### config.mk
export PLATFORM = sky130hd
export DESIGN_NAME = intra_pred_nxn
export DESIGN_NICKNAME = d
export VERILOG_FILES = /design/src/rtl/intra_pred_nxn.sv
export SDC_FILE = /design/constraint.sdc
export NUM_CORES = 1
export LEC_CHECK = 0
export CAP_MARGIN = 20
export CORE_MARGIN = 5
export CORE_UTILIZATION = 53
export DETAILED_ROUTE_END_ITERATION = 7
export GPL_TIMING_DRIVEN = 0
export PLACE_DENSITY_LB_ADDON = 0.3
export SYNTH_ARGS = -nofsm -noshare
export SYNTH_HDL_FRONTEND = slang
export SYNTH_SLANG_ARGS = --single-unit
### constraint.sdc
create_clock -name clk -period 5.9 [get_ports clk]
set_clock_uncertainty 0.05 [all_clocks]
set_input_delay 0.59 -clock clk [delete_from_list [all_inputs] [get_ports clk]]
set_output_delay 0.59 -clock clk [all_outputs]
set_load 0.02 [all_outputs]
### src/rtl/intra_pred_nxn.sv
// Streaming NxN luma intra predictor (4x4/8x8/16x16; Vertical, Horizontal, DC).
// Captures neighbours on start, optionally accumulates DC, then emits one row per handshake.
module intra_pred_nxn #(
  parameter int PIX_W     = 8,
  parameter int MAXN      = 16,
  parameter int LOG2_MAXN = 4
) (
  input  logic                    clk,
  input  logic                    reset,
  input  logic                    start,
  input  logic [1:0]              blk_size,
  input  logic [1:0]              mode,
  input  logic                    top_avail,
  input  logic                    left_avail,
  input  logic [MAXN*PIX_W-1:0]   top_pix,
  input  logic [MAXN*PIX_W-1:0]   left_pix,
  output logic                    busy,
  output logic                    row_valid,
  input  logic                    row_ready,
  output logic [MAXN*PIX_W-1:0]   pred_row,
  output logic [LOG2_MAXN-1:0]    row_idx,
  output logic                    done,
  output logic                    mode_err
);

  localparam int ACC_W = PIX_W + LOG2_MAXN;
  // Wide enough to hold 4 << 3 so a reserved size compares as larger than MAXN.
  localparam int NW    = (LOG2_MAXN + 2 > 6) ? LOG2_MAXN + 2 : 6;

  localparam logic [1:0] MODE_V   = 2'd0;
  localparam logic [1:0] MODE_H   = 2'd1;
  localparam logic [1:0] MODE_DC  = 2'd2;
  localparam logic [1:0] MODE_RSV = 2'd3;

  typedef enum logic [1:0] {IDLE, SUM, OUT, FIN} state_t;

  state_t                  state, next_state;
  logic [1:0]              blk_q, mode_q;
  logic                    top_av_q, left_av_q;
  logic [MAXN*PIX_W-1:0]   top_q, left_q;
  logic [ACC_W-1:0]        sum_t, sum_l;
  logic [LOG2_MAXN-1:0]    cnt;
  logic                    err_q, fin_hold;

  logic [NW-1:0]           req_n, n_q;
  logic                    req_err, sum_last, last_row, accept;
  logic [2:0]              log2n;
  logic [ACC_W:0]          dc_sum;
  logic [PIX_W-1:0]        dc_val;
  logic [LOG2_MAXN-1:0]    nxt_idx;
  logic [MAXN*PIX_W-1:0]   row_next;

  assign req_n   = NW'(4) << blk_size;
  assign req_err = (req_n > NW'(MAXN)) || (mode == MODE_RSV) ||
                   (mode == MODE_V && !top_avail) || (mode == MODE_H && !left_avail);

  assign n_q      = NW'(4) << blk_q;
  assign log2n    = {1'b0, blk_q} + 3'd2;
  assign sum_last = (NW'(cnt) == n_q - NW'(1));
  assign last_row = (NW'(row_idx) == n_q - NW'(1));
  assign accept   = row_valid && row_ready;
  assign nxt_idx  = row_valid ? row_idx + LOG2_MAXN'(1) : '0;

  // An invalid request spends one held cycle in FIN so done lands two cycles after start.
  assign busy     = (state != IDLE);
  assign done     = (state == FIN) && !fin_hold;
  assign mode_err = done && err_q;

  // NOTE: every always_comb output gets a default first so no path can infer a latch.
  always_comb begin
    dc_sum = '0;
    case ({top_av_q, left_av_q})
      2'b11:   dc_sum = ({1'b0, sum_t} + {1'b0, sum_l} + (ACC_W+1)'(n_q)) >> (log2n + 3'd1);
      2'b10:   dc_sum = ({1'b0, sum_t} + (ACC_W+1)'(n_q >> 1)) >> log2n;
      2'b01:   dc_sum = ({1'b0, sum_l} + (ACC_W+1)'(n_q >> 1)) >> log2n;
      default: dc_sum = (ACC_W+1)'(1) << (PIX_W - 1);
    endcase
    dc_val = dc_sum[PIX_W-1:0];
  end

  always_comb begin
    row_next = '0;
    for (int i = 0; i < MAXN; i++) begin
      if (i < int'(n_q)) begin
        case (mode_q)
          MODE_V:  row_next[i*PIX_W +: PIX_W] = top_q[i*PIX_W +: PIX_W];
          MODE_H:  row_next[i*PIX_W +: PIX_W] = left_q[int'(nxt_idx)*PIX_W +: PIX_W];
          default: row_next[i*PIX_W +: PIX_W] = dc_val;
        endcase
      end
    end
  end

  always_comb begin
    next_state = state;
    case (state)
      IDLE: begin
        if (start) begin
          if (req_err)               next_state = FIN;
          else if (mode == MODE_DC)  next_state = SUM;
          else                       next_state = OUT;
        end
      end
      SUM:     if (sum_last)            next_state = OUT;
      OUT:     if (accept && last_row)  next_state = FIN;
      FIN:     if (!fin_hold)           next_state = IDLE;
      default:                          next_state = IDLE;
    endcase
  end

  // NOTE: sequential state uses non-blocking assignments so all registers update together.
  always_ff @(posedge clk) begin
    if (reset) state <= IDLE;
    else       state <= next_state;
  end

  always_ff @(posedge clk) begin
    if (reset) begin
      blk_q     <= '0;
      mode_q    <= '0;
      top_av_q  <= 1'b0;
      left_av_q <= 1'b0;
      top_q     <= '0;
      left_q    <= '0;
      sum_t     <= '0;
      sum_l     <= '0;
      cnt       <= '0;
      err_q     <= 1'b0;
      fin_hold  <= 1'b0;
      row_valid <= 1'b0;
      row_idx   <= '0;
      pred_row  <= '0;
    end else begin
      case (state)
        IDLE: begin
          if (start) begin
            blk_q     <= blk_size;
            mode_q    <= mode;
            top_av_q  <= top_avail;
            left_av_q <= left_avail;
            top_q     <= top_pix;
            left_q    <= left_pix;
            sum_t     <= '0;
            sum_l     <= '0;
            cnt       <= '0;
            err_q     <= req_err;
            fin_hold  <= req_err;
          end
        end
        SUM: begin
          sum_t <= sum_t + ACC_W'(top_q[int'(cnt)*PIX_W +: PIX_W]);
          sum_l <= sum_l + ACC_W'(left_q[int'(cnt)*PIX_W +: PIX_W]);
          cnt   <= cnt + LOG2_MAXN'(1);
        end
        OUT: begin
          if (!row_valid || row_ready) begin
            if (row_valid && last_row) begin
              row_valid <= 1'b0;
            end else begin
              row_valid <= 1'b1;
              row_idx   <= nxt_idx;
              pred_row  <= row_next;
            end
          end
        end
        FIN: begin
          fin_hold <= 1'b0;
          row_idx  <= '0;
          pred_row <= '0;
        end
        default: ;
      endcase
    end
  end

endmodule

Word-level counts from Yosys, hierarchy flattened. Cells that the tools add are included.

Flip-flop bits (word level): 427. Input port bits: 266. Output and inout bits: 136. Word-level logic and storage cells: 152.

Add/sub/neg operators: 11. Magnitude comparators: 17. Equality and inequality tests: 18. Shifts and indexed selects: 8. Mux-type cells: 55. Reductions and logical operators: 28.

Operators with widths (number): indexed part select 128 x 8 -> 8 bit (3); two-way mux 128 bit (2); one-hot mux 128 bit (2 select lines) (1); one-hot mux 8 bit (2 select lines) (16); two-way mux 8 bit (16); less-than comparator 4 x 6 -> 1 bit, first input constant (8); one-hot mux 12 bit (2 select lines) (2); right shift 13 x 3 -> 8 bit (3); adder 12 x 5 -> 13 bit (2); adder 12 x 8 -> 12 bit (2); less-than comparator 3 x 6 -> 1 bit, first input constant (4); one-hot mux 8 bit (3 select lines) (1); two-way mux 4 bit (4); one-hot mux 4 bit (2 select lines) (2); adder 12 x 12 -> 13 bit (1); adder 13 x 6 -> 13 bit (1); equality test 2 bit, second input constant (6); equality test 4 x 6 -> 1 bit (2); less-than comparator 1 x 6 -> 1 bit, first input constant (2); less-than comparator 2 x 6 -> 1 bit, first input constant (2); two-way mux 12 bit (1); two-way mux 2 bit (6); inequality test 2 bit, second input constant (6); left shift 3 x 2 -> 6 bit, first input constant (2); 17 further kinds (42).

Logic depth before layout (Yosys ltp). Gate-level depths: netlist of run 1.

Depth after elaboration: 9. Depth in mapped cells: 17. Depth with buffers taken out: 13.

Worst setup path before layout of run 1. OpenSTA, ideal clock, no wires.

Kind: register -> register. From: register cnt[0]. To: register sum_l[8]. Library setup time: 0.071 ns. Arrival time: 4.138 ns. Data required time: 5.779 ns. Setup slack: 1.641 ns. Cell stages (with the launch flop): 15. Buffers on the path: 2. Clock period less this slack: 4.259 ns. Cell sequence: dfxtp_1 -> buf_1 -> buf_1 -> mux4_2 -> mux4_2 -> ha_1 -> fa_1 -> a21o_1 -> a21oi_1 -> o21bai_1 -> a21oi_1 -> o21bai_1 -> a21o_1 -> a21o_1 -> a21oi_1.

Longest elaborated chain between the ends: 3.

Ends and longest elaborated chain: from (decl) (RTL line 42) `logic [LOG2_MAXN-1:0] cnt;`; from (signal assigned) (RTL line 153) `cnt <= cnt + LOG2_MAXN'(1);`; indexed part select 128 x 8 -> 8 bit (RTL line 152) `sum_l <= sum_l + ACC_W'(left_q[int'(cnt)*PIX_W +: PIX_W]);`; adder 12 x 8 -> 12 bit (RTL line 152); one-hot mux 12 bit (2 select lines) (RTL line 134) `case (state)`; to (signal assigned) (RTL line 152); to (decl) (RTL line 41) `logic [ACC_W-1:0] sum_t, sum_l;`.

Every way passes these cells. A chain may end at the register's enable or synchronous reset.

Worst setup path in the final report of run 1.
From: register blk_q[0]. To: register pred_row[122].

Longest elaborated chain between the ends: 9. Elaborated cells on any way between the ends: 21. Classes of those cells: add/sub: 6; order compare: 1; eq/ne: 2; shift: 4; mux: 6; reduce/logical: 2.

Ends and longest elaborated chain: from (decl) (RTL line 38) `logic [1:0] blk_q, mode_q;`; from (signal assigned) (RTL line 137) `blk_q <= blk_size;`; left shift 3 x 2 -> 6 bit or adder 2 x 2 -> 3 bit (tied branches) (RTL line 57, 58); adder 13 x 6 -> 13 bit (tied with other cells) (RTL line 73) `2'b11: dc_sum = ({1'b0, sum_t} + {1'b0, sum_l} + (ACC_W+1)'(n_q)) >> (log2n + 3'd1);`; right shift 13 x 3 -> 8 bit (on tied branches) (RTL line 73, 74, 75); one-hot mux 8 bit (3 select lines) (RTL line 72) `case ({top_av_q, left_av_q})`; one-hot mux 8 bit (2 select lines) (RTL line 85) `case (mode_q)`; two-way mux 8 bit (RTL line 84) `if (i < int'(n_q)) begin`; two-way mux 128 bit (RTL line 157) `if (row_valid && last_row) begin`; two-way mux 128 bit (RTL line 156) `if (!row_valid || row_ready) begin`; one-hot mux 128 bit (2 select lines) (RTL line 134); to (signal assigned) (RTL line 162) `pred_row <= row_next;`; to (decl) (RTL line 20) `output logic [MAXN*PIX_W-1:0] pred_row,`.

Several ways; a longest one is shown, not always the timed one. The select of a mux whose other input is x is not followed.

==> flow_metrics.env, run 1 <==
export IMPL_synth_edf_count=0
export IMPL_wl_per_cell_um=25.87
export IMPL_yosysTopAreaCell="dfxtp_1"
export IMPL_final_hold_viol_count=0
export IMPL_avgSynthCellArea_um2=8.473
export IMPL_max_freq_mhz=176.9
export IMPL_grtUsageTotal=0.3973
export IMPL_drtAntennaViolNets=0
export IMPL_synth_seq_area_share=0.3959
export IMPL_via_per_inst=6.316
export IMPL_fin_util=0.6885
export IMPL_crit_slowest_cell="o211ai_2"
export IMPL_synthTopCellsByArea="dfxtp_1 40%, nand2_1 12%, mux4_2 10%, a21oi_1 8.3%, ha_1 3.2%"
export IMPL_slew_violations=0
export IMPL_setup_tns_ps=0
export IMPL_totalWireLength_um=92400
export IMPL_path_clk_slew_ps=70
export IMPL_cts_tree="done"
export IMPL_seq_area_mm2=0.008548
export IMPL_worstPathArrival_ps=6120
export IMPL_io_pins=402
export IMPL_startpoint="blk_q[0]$_SDFFE_PP0P_"
export IMPL_worstSetupStartpointType="flop"
export IMPL_antenna_cells=0
export IMPL_die_x_um=211.8
export IMPL_area_delta_synth_final_pct=29.34
export IMPL_setup_viol=0
export IMPL_max_slew_margin=0.1564
export IMPL_clockBufferDepth=3
export IMPL_dp_hpwl_um=73750
export IMPL_post_cts_buffers=0
export IMPL_ir_drop_mv=0.2378
export IMPL_finalCritPeriodShare=0.9580
export IMPL_ctsHtreeMaxLevel=2
export IMPL_floorplan_initialDensity=0.5324
export IMPL_outcome="complete, no violations"
export IMPL_clock_sinks=427
export IMPL_syn_area_mm2=0.02159
export IMPL_grt_pass1_wl_um=134900
export IMPL_p_leak_nw=10.20
export IMPL_r2r_cells=15
export IMPL_grt_max_degree=15
export IMPL_nets=3330
export IMPL_ys_ff_latch=427
export IMPL_final_cells=3571
export IMPL_place_inst=3485
export IMPL_cp_end_kind="flop"
export IMPL_synth_common_cells="673 x nand2_1, 427 x dfxtp_1, 359 x a21oi_1"
export IMPL_final_layout_size_suffix_gt1_frac=0.08555
export IMPL_postCtsHoldBufs=0
export IMPL_tightest_slew_ps=1254
export IMPL_rsz0062_at_grt="false"
export IMPL_hp_start="pred_row[66]$_SDFFE_PP0P_"
export IMPL_drv_cap=0
export IMPL_coreArea_mm2=0.04055
export IMPL_worstPathCellList="clkbuf_8 > clkinv_1 > clkbuf_1 > ha_1 > fa_1 > ha_1 > buf_2 > and3_2 > a221oi_4 > o21ai_2 > xnor2_2 > mux4_2 > o211ai_2 > nand2_1 > o21ai_0"
export IMPL_grt_pass1_vias=21987
export IMPL_async_flop_share=0
export IMPL_netlist_instances=2548
export IMPL_multi_input_comb_area_mm2=0.01195
export IMPL_regToRegSetupSlack_ps=250
export IMPL_place_gp_congestion=1.016
export IMPL_grt_overflow=0
export IMPL_period_needed_ps=5652
export IMPL_synth_main_ff_cell="dfxtp_1"
export IMPL_path_common_cell="ha_1"
export IMPL_mappedNetlistNets=2876
export IMPL_dr_first_iter_drc_count=2891
export IMPL_worstSetupPathType="reg -> reg"
export IMPL_drc=0
export IMPL_ys_warn_count=0
export IMPL_synth_top_area_share=0.3959
export IMPL_hold_class="reg -> reg"
export IMPL_grt_antenna_before_repair=1
export IMPL_power_density_mw_per_mm2=358.9
export IMPL_fillCellCount=3245
export IMPL_firstDrtPassIters=8
export IMPL_max_stage_delay_ps=710
export IMPL_die_area_mm2=0.04487
export IMPL_num_vias=22556
export IMPL_cts_root_buffer="clkbuf_16"
export IMPL_reg2reg_from="blk_q[0]$_SDFFE_PP0P_"
export IMPL_synth_most_common_cell="nand2_1"
export IMPL_required_ps=6370
export IMPL_cts_buffers=45
export IMPL_row_count=74
export IMPL_clock_latency_ps=620
export IMPL_crit_fanout=12
export IMPL_whs_path_depth=2
export IMPL_ys_types=88
export IMPL_port_buffers=401
export IMPL_die_h_um=211.8
==> path summary, 6_finish.rpt <==
path / end
worst max-delay path: pred_row[122]$_SDFFE_PP0P_
worst min-delay path: pred_row[66]$_SDFFE_PP0P_
worst max register to register: pred_row[122]$_SDFFE_PP0P_
worst min register to register: pred_row[66]$_SDFFE_PP0P_
==> critical path: cells and delay by family, from the launching register on <==
family	cells	cell delay [ps]
adders and majority gates	3	1260
muxes	1	520
DFF	1	370
AOI/OAI and AO/OA	4	1480
buffers and inverters	4	1140
xor gates and xnor gates	1	190
and+or+nand+nor	2	510
==> metrics by stage <==
step	hold slack, ps	total power (W)	instance area, um^2	worst slack [ps]
6_report	406.7	0.01002	27920	247.5
5_1_grt	435.6	0.01037	27920	3.010
2_1_floorplan	390.9	0.005526	21590	1641
3_5_place_dp	393.1	0.006909	26310	311.8
4_1_cts	407.3	0.009875	27890	293.0
3_3_place_gp	385.7	0.006823	26270	472.4
==> power by group <==
part / switching [W] / total [W] / internal [W]
clock network: 0.00127 / 0.00300 / 0.00173
registers: 0.000384 / 0.00363 / 0.00324
logic: 0.00219 / 0.00339 / 0.00120
==> layout make-up <==
type | instances | share of cell area
multi-input combinational | 1859 | 0.4279
inverter | 64 | 0.008603
clock buffer | 59 | 0.04615
tap | 532 | 0.02384
buffer | 198 | 0.03083
timing repair buffer | 407 | 0.1461
clock inverter | 25 | 0.01049
sequential | 427 | 0.3061
==> flip-flops by register name, indices dropped and copies added (netlist names) <==
signal     flops
left_av_q      1
top_av_q       1
err_q          1
mode_q         2
state          2
blk_q          2
pred_row     128
sum_l         12
top_q        128
sum_t         12
left_q       128
fin_hold       1
row_idx        4
cnt            4
row_valid      1
==> cell usage in the layout (no fill, tap or decap), types with 17 or more instances in the layout <==
| master | n |
|---|---|
| nand2_1 | 673 |
| dfxtp_1 | 427 |
| clkdlybuf4s50_1 | 401 |
| a21oi_1 | 359 |
| clkbuf_1 | 146 |
| nor2_1 | 138 |
| mux4_2 | 97 |
| o21ai_0 | 89 |
| a32o_1 | 64 |
| inv_1 | 60 |
| ha_1 | 55 |
| clkbuf_16 | 45 |
| a22oi_1 | 30 |
| buf_2 | 25 |
| a21o_1 | 23 |
| nand3_1 | 23 |
| xor2_1 | 21 |
| buf_1 | 19 |
| mux2i_1 | 17 |
| o31ai_1 | 17 |
| a22o_1 | 17 |
==> cells by family (layout without fill, tap and decap cells) <==
group                    count (synthesis)  after routing  synth area share
AND/OR/NAND/NOR                        920            920            0.1729
AO/OA/AOI/OAI                          716            716            0.2122
flip-flops                             427            427            0.3959
buffers and inverters                  262            753           0.05100
multiplexers                           124            124            0.1143
adder cells (fa/ha/maj)                 62             62           0.03837
XOR/XNOR                                37             37           0.01536
==> what timing repair did <==
item | 4_1_cts | 5_1_grt
hold endpoints to repair | 0 | 0
gates resized for setup | 0 | 2
endpoints found under the setup margin | 0 | 11
==> per-layer routing <==
| layer | GRT usage | wire length, um | up-vias |
|---|---|---|---|
| li1 | - | - | 9913 |
| met1 | 0.5263 | 34940 | 10751 |
| met2 | 0.6065 | 40670 | 1594 |
| met3 | 0.1098 | 11650 | 296 |
| met4 | 0.1864 | 5127 | 2 |
| met5 | 0 | 11 | - |
No activity file was read; power rests on OpenSTA's default activity.
==> inputs of run 2 (changes only) <==
--- a/config.mk
+++ b/config.mk
@@ -7,8 +7,9 @@
 export LEC_CHECK = 0
 export CAP_MARGIN = 20
 export CORE_MARGIN = 5
-export CORE_UTILIZATION = 53
+export CORE_UTILIZATION = 64
 export DETAILED_ROUTE_END_ITERATION = 7
+export DONT_BUFFER_PORTS = 1
 export GPL_TIMING_DRIVEN = 0
 export PLACE_DENSITY_LB_ADDON = 0.3
 export SYNTH_ARGS = -nofsm -noshare
==> run 2 against run 1 <==
Against the previous run: fmax fell by 3.7%; final area down 15%; clock power decreased by 2%; non-clock buffer count down 402; register-to-register slack got worse by 220 ps; first-iteration DRC count rose by 3.5%; combinational power fell by 12%; critical path depth is 1 lower; routed wire length is 6.9% lower; critical path type unchanged; critical endpoint is now pred_row[47]$_SDFFE_PP0P_.
==> flow_metrics.env, run 2 (synthesis gave the netlist of run 1 again) <==
export IMPL_rsz0062_at_grt="false"
export IMPL_grt_pass1_wl_um=125600
export IMPL_drc=0
export IMPL_nets=2926
export IMPL_crit_slowest_cell="a31oi_1"
export IMPL_path_clk_slew_ps=70
export IMPL_max_stage_delay_ps=890
export IMPL_final_cell_mix="673 x nand2_1, 427 x dfxtp_1, 359 x a21oi_1"
export IMPL_worstSetupPathType="reg -> reg"
export IMPL_max_slew_margin=0.1980
export IMPL_outcome="complete, no violations"
export IMPL_final_area_mm2=0.02374
export IMPL_coreArea_mm2=0.03345
export IMPL_fillCellCount=2685
export IMPL_via_per_inst=6.848
export IMPL_die_x_um=193.7
export IMPL_num_vias=21146
export IMPL_io_pins=402
export IMPL_cp_top_family="buffers and inverters"
export IMPL_worstPathCellList="clkbuf_8 > clkinv_1 > clkbuf_1 > ha_1 > inv_1 > ha_1 > xnor2_1 > nor4_1 > nor4b_2 > nor2b_1 > nand2_1 > clkbuf_1 > a31oi_1 > a22o_1"
export IMPL_floorplan_initialDensity=0.6455
export IMPL_ir_drop_mv=0.3017
export IMPL_multi_input_comb_area_mm2=0.01195
export IMPL_reg_top3="left_q x128, pred_row x128, top_q x128"
export IMPL_final_common_cell="nand2_1"
export IMPL_wl_per_cell_um=27.84
export IMPL_period_needed_ps=5868
export IMPL_dp_hpwl_um=67700
export IMPL_row_count=67
export IMPL_setup_tns_ps=0
export IMPL_area_delta_synth_final_pct=9.956
export IMPL_place_gp_congestion=1.084
export IMPL_ctsHtreeMaxLevel=2
export IMPL_hold_class="in -> reg"
export IMPL_grt_antenna_before_repair=19
export IMPL_slew_violations=0
export IMPL_setup_viol=0
export IMPL_port_buffers=0
export IMPL_final_layout_size_suffix_gt1_frac=0.09468
export IMPL_final_cells=3088
export IMPL_die_h_um=193.7
export IMPL_cts_buffers=43
export IMPL_drtAntennaViolNets=0
export IMPL_power_density_mw_per_mm2=405.1
export IMPL_max_freq_mhz=170.4
export IMPL_cts_tree="done"
export IMPL_totalWireLength_um=85980
export IMPL_tightest_slew_ps=1198
export IMPL_clock_latency_ps=590
export IMPL_p_leak_nw=8.665
export IMPL_finalCritPeriodShare=0.9945
export IMPL_dr_first_iter_drc_count=2991
export IMPL_crit_fanout=12
export IMPL_worstPathArrival_ps=6330
export IMPL_grt_overflow=0
export IMPL_worstSetupStartpointType="flop"
export IMPL_grt_max_degree=15
export IMPL_grt_pass1_vias=20142
export IMPL_drv_cap=0
export IMPL_seq_area_mm2=0.008548
export IMPL_grtUsageTotal=0.4351
export IMPL_place_inst=2998
export IMPL_cp_end_kind="flop"
export IMPL_dpl_cell_area_mm2=0.02217
export IMPL_fin_util=0.7097
export IMPL_required_ps=6360
export IMPL_die_area_mm2=0.03751
export IMPL_firstDrtPassIters=5
export IMPL_final_hold_viol_count=0
export IMPL_post_cts_buffers=0
export IMPL_clock_sinks=427
export IMPL_critPathBufInv=5
export IMPL_cts_root_buffer="clkbuf_16"
export IMPL_clockBufferDepth=3
run 2: path summary, 6_finish.rpt:
| check | to | cells after the start | slack (ps) | start |
|---|---|---|---|---|
| worst max-delay path | pred_row[47]$_SDFFE_PP0P_ | 14 | 30 | blk_q[0]$_SDFFE_PP0P_ |
| worst min-delay path | top_q[88]$_SDFFE_PP0P_ | 2 | 70 | top_pix[88] |
| worst max register to register | pred_row[47]$_SDFFE_PP0P_ | 14 | 30 | blk_q[0]$_SDFFE_PP0P_ |
| worst min register to register | top_q[9]$_SDFFE_PP0P_ | 2 | 430 | top_q[9]$_SDFFE_PP0P_ |
run 2: what timing repair did:
action                     CTS  global route
setup endpoints to repair    2             0
gates resized for setup      1             0
hold buffers                 0             0
run 2: final cells by class:
cell class | instances | share of cell area
multi-input cells | 1859 | 0.5032
flip-flops and latches | 427 | 0.3601
clock buffers | 63 | 0.05529
plain buffers | 198 | 0.03626
well taps | 448 | 0.02361
inverters | 64 | 0.01012
clock inverters | 14 | 0.008064
repair buffers | 5 | 0.002266
diodes | 10 | 0.001054
run 2: routing by layer:
metal / track usage / share of wire / up-vias
met3: 0.1576 / 0.15 / 360
met4: 0.2363 / 0.066 / 22
met1: 0.5508 / 0.35 / 9984
li1: - / - / 9116
met5: 0 / 0.0018 / -
met2: 0.6521 / 0.43 / 1664
run 2: power breakdown:
part / total [W] / leakage (nW) / internal (W) / switching, W
registers: 0.00370 / 3.48 / 0.00324 / 0.000455
logic: 0.00299 / 4.44 / 0.000959 / 0.00203
clock network: 0.00293 / 0.745 / 0.00172 / 0.00121
run 2: metrics by stage:
stage	setup WS [ps]	hold WS (ps)	power [W]
2_1_floorplan	1641	390.9	0.005526
3_3_place_gp	204.2	406.4	0.006477
3_5_place_dp	81.17	414.1	0.006560
4_1_cts	316.6	75.41	0.009430
5_1_grt	20.42	91.48	0.009913
6_report	32.42	73.98	0.009617
